<file path="src/rtl/instruction_encoder.sv">
// instruction_encoder: turns symbolic instruction descriptors into encoded
// 32-bit MIPS words tagged with their instruction-memory byte address.
// Descriptors enter via valid/ready; words leave through a 2-entry FIFO.
// Optional label-relative branch/jump encoding: define INSTR_ENC_LABEL_EN.
module instruction_encoder #(
    parameter int                ADDR_W    = 32,
    parameter logic [ADDR_W-1:0] BASE_ADDR = ADDR_W'(32'h0000_3000),
    parameter int                CNT_W     = 16
) (
    input  logic              clk,
    input  logic              rst_n,
    input  logic              start,
    input  logic              in_valid,
    output logic              in_ready,
    input  logic [3:0]        in_op,
    input  logic [4:0]        in_rs,
    input  logic [4:0]        in_rt,
    input  logic [4:0]        in_rd,
    input  logic [15:0]       in_imm16,
    input  logic [25:0]       in_target,
    input  logic [31:0]       in_label,
    input  logic              in_last,
    output logic              out_valid,
    input  logic              out_ready,
    output logic [31:0]       out_word,
    output logic [ADDR_W-1:0] out_addr,
    output logic [CNT_W-1:0]  word_count,
    output logic              done,
    output logic              err_illegal
);

    localparam int ENTRY_W = ADDR_W + 32;

    typedef enum logic [1:0] {S_IDLE, S_RUN, S_DRAIN, S_DONE} state_t;

    state_t              state_q, state_d;
    logic [ADDR_W-1:0]   pc_q, pc_d;
    logic [CNT_W-1:0]    wc_q, wc_d;
    logic                err_q, err_d;
    logic [1:0]          cnt_q, cnt_d;
    logic                wr_ptr_q, wr_ptr_d;
    logic                rd_ptr_q, rd_ptr_d;
    logic [ENTRY_W-1:0]  fifo_mem_q [2];
    logic [ENTRY_W-1:0]  fifo_head;

    logic [31:0]         enc_word;
    logic                enc_legal;
    logic [15:0]         beq_imm;
    logic [25:0]         jmp_target;
    logic                label_misaligned;
    logic                accept, push, pop;
    logic                fifo_full, fifo_empty;

`ifdef INSTR_ENC_LABEL_EN
    logic [ADDR_W-1:0]   label_delta;
    logic                unused_target;

    // Branch offset is word-granular and relative to the delay-slot PC.
    assign label_delta      = ADDR_W'(in_label) - (pc_q + ADDR_W'(4));
    assign beq_imm          = 16'($signed(label_delta) >>> 2);
    assign jmp_target       = in_label[27:2];
    assign label_misaligned = (in_label[1:0] != 2'b00);
    assign unused_target    = ^in_target;
`else
    logic                unused_label;

    assign beq_imm          = in_imm16;
    assign jmp_target       = in_target;
    assign label_misaligned = 1'b0;
    assign unused_label     = ^in_label;
`endif

    assign fifo_full  = (cnt_q == 2'd2);
    assign fifo_empty = (cnt_q == 2'd0);
    // in_ready deliberately ignores out_ready: no combinational path through.
    assign in_ready   = (state_q == S_RUN) && !fifo_full;
    assign accept     = in_valid && in_ready;
    assign push       = accept && enc_legal;
    assign out_valid  = !fifo_empty;
    assign pop        = out_valid && out_ready;

    assign fifo_head   = fifo_mem_q[rd_ptr_q];
    assign out_word    = out_valid ? fifo_head[31:0] : 32'd0;
    assign out_addr    = out_valid ? fifo_head[ENTRY_W-1:32] : '0;
    assign word_count  = wc_q;
    assign done        = (state_q == S_DONE);
    assign err_illegal = err_q;

    // Encode the current descriptor and flag illegal opcodes/labels.
    always_comb begin
        enc_word  = 32'd0;
        enc_legal = 1'b1;
        case (in_op)
            4'd0:    enc_word = {6'h00, in_rs, in_rt, in_rd, 5'd0, 6'h21};
            4'd1:    enc_word = {6'h00, in_rs, in_rt, in_rd, 5'd0, 6'h23};
            4'd2:    enc_word = {6'h00, in_rs, 15'd0, 6'h08};
            4'd3:    enc_word = 32'h0000_000C;
            4'd4:    enc_word = {6'h0D, in_rs, in_rt, in_imm16};
            4'd5:    enc_word = {6'h0F, 5'd0, in_rt, in_imm16};
            4'd6:    enc_word = {6'h23, in_rs, in_rt, in_imm16};
            4'd7:    enc_word = {6'h2B, in_rs, in_rt, in_imm16};
            4'd8:    enc_word = {6'h04, in_rs, in_rt, beq_imm};
            4'd9:    enc_word = {6'h02, jmp_target};
            4'd10:   enc_word = {6'h03, jmp_target};
            default: enc_legal = 1'b0;
        endcase
        if ((in_op == 4'd8 || in_op == 4'd9 || in_op == 4'd10) && label_misaligned) begin
            enc_legal = 1'b0;
        end
    end

    // Session FSM plus PC, word counter and sticky error next-state.
    always_comb begin
        state_d = state_q;
        pc_d    = pc_q;
        wc_d    = wc_q;
        err_d   = err_q;
        case (state_q)
            S_IDLE: begin
                if (start) begin
                    state_d = S_RUN;
                    pc_d    = BASE_ADDR;
                    wc_d    = '0;
                    err_d   = 1'b0;
                end
            end
            S_RUN:   if (accept && in_last) state_d = S_DRAIN;
            S_DRAIN: if (fifo_empty) state_d = S_DONE;
            S_DONE:  state_d = S_IDLE;
            default: state_d = S_IDLE;
        endcase
        // push/pop only happen outside IDLE, so these never collide with start.
        if (push)                  pc_d  = pc_q + ADDR_W'(4);
        if (accept && !enc_legal)  err_d = 1'b1;
        if (pop)                   wc_d  = wc_q + CNT_W'(1);
    end

    // FIFO pointer and occupancy next-state.
    always_comb begin
        wr_ptr_d = wr_ptr_q ^ push;
        rd_ptr_d = rd_ptr_q ^ pop;
        cnt_d    = cnt_q;
        case ({push, pop})
            2'b10:   cnt_d = cnt_q + 2'd1;
            2'b01:   cnt_d = cnt_q - 2'd1;
            default: cnt_d = cnt_q;
        endcase
    end

    // Control registers; reset discards any queued words.
    always_ff @(posedge clk) begin
        if (!rst_n) begin
            state_q  <= S_IDLE;
            pc_q     <= BASE_ADDR;
            wc_q     <= '0;
            err_q    <= 1'b0;
            cnt_q    <= 2'd0;
            wr_ptr_q <= 1'b0;
            rd_ptr_q <= 1'b0;
        end else begin
            state_q  <= state_d;
            pc_q     <= pc_d;
            wc_q     <= wc_d;
            err_q    <= err_d;
            cnt_q    <= cnt_d;
            wr_ptr_q <= wr_ptr_d;
            rd_ptr_q <= rd_ptr_d;
        end
    end

    // FIFO storage: contents need no reset because outputs are masked when empty.
    always_ff @(posedge clk) begin
        if (push) begin
            fifo_mem_q[wr_ptr_q] <= {pc_q, enc_word};
        end
    end

endmodule

</file>
<file path="config.mk">
export PLATFORM = sky130hd
export DESIGN_NAME = instruction_encoder
export DESIGN_NICKNAME = d
export VERILOG_FILES = /design/src/rtl/instruction_encoder.sv
export SDC_FILE = /design/constraint.sdc
export NUM_CORES = 1
export LEC_CHECK = 0
export BUFFER_PORTS_ARGS = -buffer_cell sky130_fd_sc_hd__clkbuf_2
export CAP_MARGIN = 20
export CORE_ASPECT_RATIO = 1.1
export CORE_MARGIN = 2
export CORE_UTILIZATION = 50
export CTS_BUF_LIST = sky130_fd_sc_hd__clkbuf_4
export CTS_CLUSTER_DIAMETER = 30
export DETAILED_ROUTE_END_ITERATION = 6
export PLACE_DENSITY = 0.86
export SETUP_SLACK_MARGIN = 0.05
export SLEW_MARGIN = 30
export SYNTH_ARGS = -nofsm -noshare
export SYNTH_HDL_FRONTEND = slang
export SYNTH_SLANG_ARGS = --single-unit
</file>
<file path="constraint.sdc">
create_clock -name clk -period 4.7 [get_ports clk]
set_input_delay 0.94 -clock clk [delete_from_list [all_inputs] [get_ports clk]]
set_output_delay 0.94 -clock clk [all_outputs]
set_load 0.05 [all_outputs]
</file>
==> impl_metrics.toml <==
[status]
outcome = "finished, final reports clean"

[setup_path]
cp_cell_sequence = "buf_12 > mux2i_1 > nor2_1 > clkbuf_2"
crit_family = "flip-flops"
crit_path_end_kind = "output pin"
critPathLaunchType = "flop"
critical_path.max_fanout = 32
crit_arrival_ps = 2240
path_class = "flop to output pin"
required_ps = 3760
cpMaxStageDelayCell = "dfxtp_4"
path_buf_inv = 2
cp_slowest_stage_delay_ps = 760

[sta]
fmax_mhz = 314
rsz0062_at_grt = "no"
setup-violations-final = 0
drv_slew = 0
period_needed_ps = 3180
max_slew_margin_pct = 44.3
tightest_slew_ps = 834
hold_viol = 0
period_share_pct = 67.7
final.setup.worst_slack_ps = 1520
skew_ps = 19.1
tns_ps = 0
holdWs_ps = 485

[global_route]
gr-total-overflow = 0
track_usage_pct = 19.9
grt_antenna_before_repair = 1
grt_pass1_vias = 5673
grt_max_degree = 42
grt_pass1_wl_um = 28000

[die]
std_cell_rows = 49
coreArea_um2 = 16200
initial_core_util_pct = 50.7
dieArea_um2 = 17500
die_x_um = 126
ios = 183
die_h_um = 139

[yosys]
ys_seq_area_share_pct = 57.6
synth_compound_area_share_pct = 11.9
synth-simple-area-share_pct = 15.8
ys_warn_count = 0
synth_edf_count = 122
muxShareOfSynthArea_pct = 9.53
synth_area_um2 = 8230
synthCells = 709
synth-main-ff-cell = "edfxtp_1"
synth_area_per_cell_um2 = 11.6
synth_cell_types = 70
synthXorXnorAreaFrac_pct = 0.532
synth_top_family_by_area = "simple AND/OR/NAND/NOR gates"
ys_ff_latch = 176
async_flop_share_pct = 0
synthAdderAreaFrac_pct = 1.37

[power]
max-vdd-ir-drop_mv = 0.241
power_uw = 4010
cellPowerDensity_nw_per_um2 = 424
leakagePower_uw = 0.00342

[detailed_routing]
vias_per_cell = 5.79
drtPass1Iterations = 5
drc = 0
routed-via-count = 6128
drt-initial-drc-count = 524
ant_nets = 0
wl_um = 17600
wl_per_cell_um = 16.7

[place]
portBuffers = 147
place_congestion = 0.878
hpwl_um = 12000
pre_cts_ws_ps = 1150

[clocking]
clkLatencyLatePin_ps = 560
hold_buffers = 0
cts-root-buf = "clkbuf_4"
cts_buffer_depth = 2
clkTransAtPathRegs_ps = 150
post_cts_buffers = 0
cts_resized = 0
clock-sinks = 176
cts_max_level = 4
cts_inserted_buffers = 17
cts_tree = "done"

[layout]
num-fill-cells = 1322
layout-drive-gt1-share_pct = 25.4
area_delta_synth_final_pct = 14.9
nets = 948
seq_area_um2 = 4750
multiInputGateArea_um2 = 3260

[min_path]
hp-class = "flop to flop"

[flow_run]
maxCapViolCount = 0
==> state kept, by name, indices dropped and copies added (netlist names), named ones only <==
register / cells
cnt_q: 2
err_illegal: 1
fifo_mem_q: 122
pc_q: 30
rd_ptr_q: 1
state_q: 2
word_count: 16
wr_ptr_q: 1
==> layout by cell type, fill, tap and decap left out, types with 8 or more instances in the layout <==
master	Yosys	final
clkbuf_2	0	147
edfxtp_1	122	122
nor2_1	85	84
mux2i_1	75	75
dfxtp_1	54	53
nand2_1	47	47
nand2b_1	26	26
o21ai_0	22	22
nand3_1	22	22
a21oi_1	21	21
clkbuf_4	0	18
o211ai_1	14	14
a22o_1	12	12
inv_1	11	11
a311oi_1	9	9
and3_1	8	8
nand4_1	8	8
or3_1	8	8
==> worst register-to-register path, cell delays in order (launching register included) <==
cell and delay [ps]:
dfxtp_1 370, inv_1 90, ha_1 170, and2_1 310, o211ai_4 190, inv_2 410
ha_2 710, buf_12 330
==> power breakdown <==
| group | internal, µW | switching [µW] |
|---|---|---|
| Clock | 288 | 556 |
| Sequential | 1760 | 73.5 |
| Combinational | 357 | 974 |
==> worst paths after layout <==
| path | from | to | slack (ps) | depth (start not counted) |
|---|---|---|---|---|
| max | flop | out_word[27] | 1520 | 4 |
| min | pc_q[31]$_SDFFE_PN0P_ | fifo_mem_q[0][63]$_DFFE_PP_ | 490 | 0 |
| max reg2reg | state_q[1]$_SDFFE_PN0P_ | fifo_mem_q[0][26]$_DFFE_PP_ | 1780 | 7 |
| min reg2reg | pc_q[31]$_SDFFE_PN0P_ | fifo_mem_q[0][63]$_DFFE_PP_ | 490 | 0 |
==> layer usage <==
layer,vias up,GRT usage (%),routed length [µm]
met5,-,0,0
met4,0,7.17,320
met3,28,4.13,1240
met2,255,33.5,8650
met1,2923,25.5,7440
li1,2922,-,-
==> synthesized netlist by cell type (4+ instances only) <==
cell type | number | share of area, %
edfxtp_1 | 122 | 44
nor2_1 | 85 | 3.9
mux2i_1 | 75 | 9.1
dfxtp_1 | 54 | 13
nand2_1 | 47 | 2.1
nand2b_1 | 26 | 2.0
clkbuf_1 | 22 | 1.0
nand3_1 | 22 | 1.3
o21ai_0 | 22 | 1.3
a21oi_1 | 21 | 1.3
buf_2 | 14 | 0.85
o211ai_1 | 14 | 1.3
a22o_1 | 12 | 1.3
inv_1 | 11 | 0.50
a311oi_1 | 9 | 0.96
ha_1 | 9 | 1.4
and3_1 | 8 | 0.61
nand4_1 | 8 | 0.61
or3_1 | 8 | 0.61
a221o_1 | 7 | 0.85
nor4_2 | 7 | 1.1
a22oi_1 | 6 | 0.55
and2_1 | 6 | 0.46
nor3_1 | 6 | 0.36
a31oi_1 | 5 | 0.38
and4_1 | 5 | 0.53
buf_1 | 5 | 0.23
nor4_1 | 5 | 0.38
a21o_1 | 4 | 0.36
buf_4 | 4 | 0.36
or4_1 | 4 | 0.36
==> kinds of logic (layout without fill, tap and decap cells) <==
group	Yosys count	count (layout)
compound gates	130	130
xor+xnor	5	5
fa+ha+maj	9	9
buf+inv	60	202
flops	176	176
mux	78	78
other cells	1	4
simple gates	250	250
==> cell type report <==
type | count | share of cell area, %
clock buffers | 18 | 1.43
inverters | 14 | 0.555
flip-flops and latches | 176 | 50.2
well taps | 204 | 2.70
multi-input cells | 475 | 34.5
repair buffers | 156 | 9.10
diodes | 1 | 0.0264
clock inverters | 14 | 1.52
==> stage by stage <==
stage          instance area (µm²)  utilization (%)  instances
5_1_grt                       9460             58.2       1058
4_1_cts                       9460             58.2       1057
6_report                      9460             58.2       1058
3_5_place_dp                  9180             56.5       1025
3_3_place_gp                  9110             56.1       1023
2_1_floorplan                 8240                -        711
(Power assumes the default switching activity.)
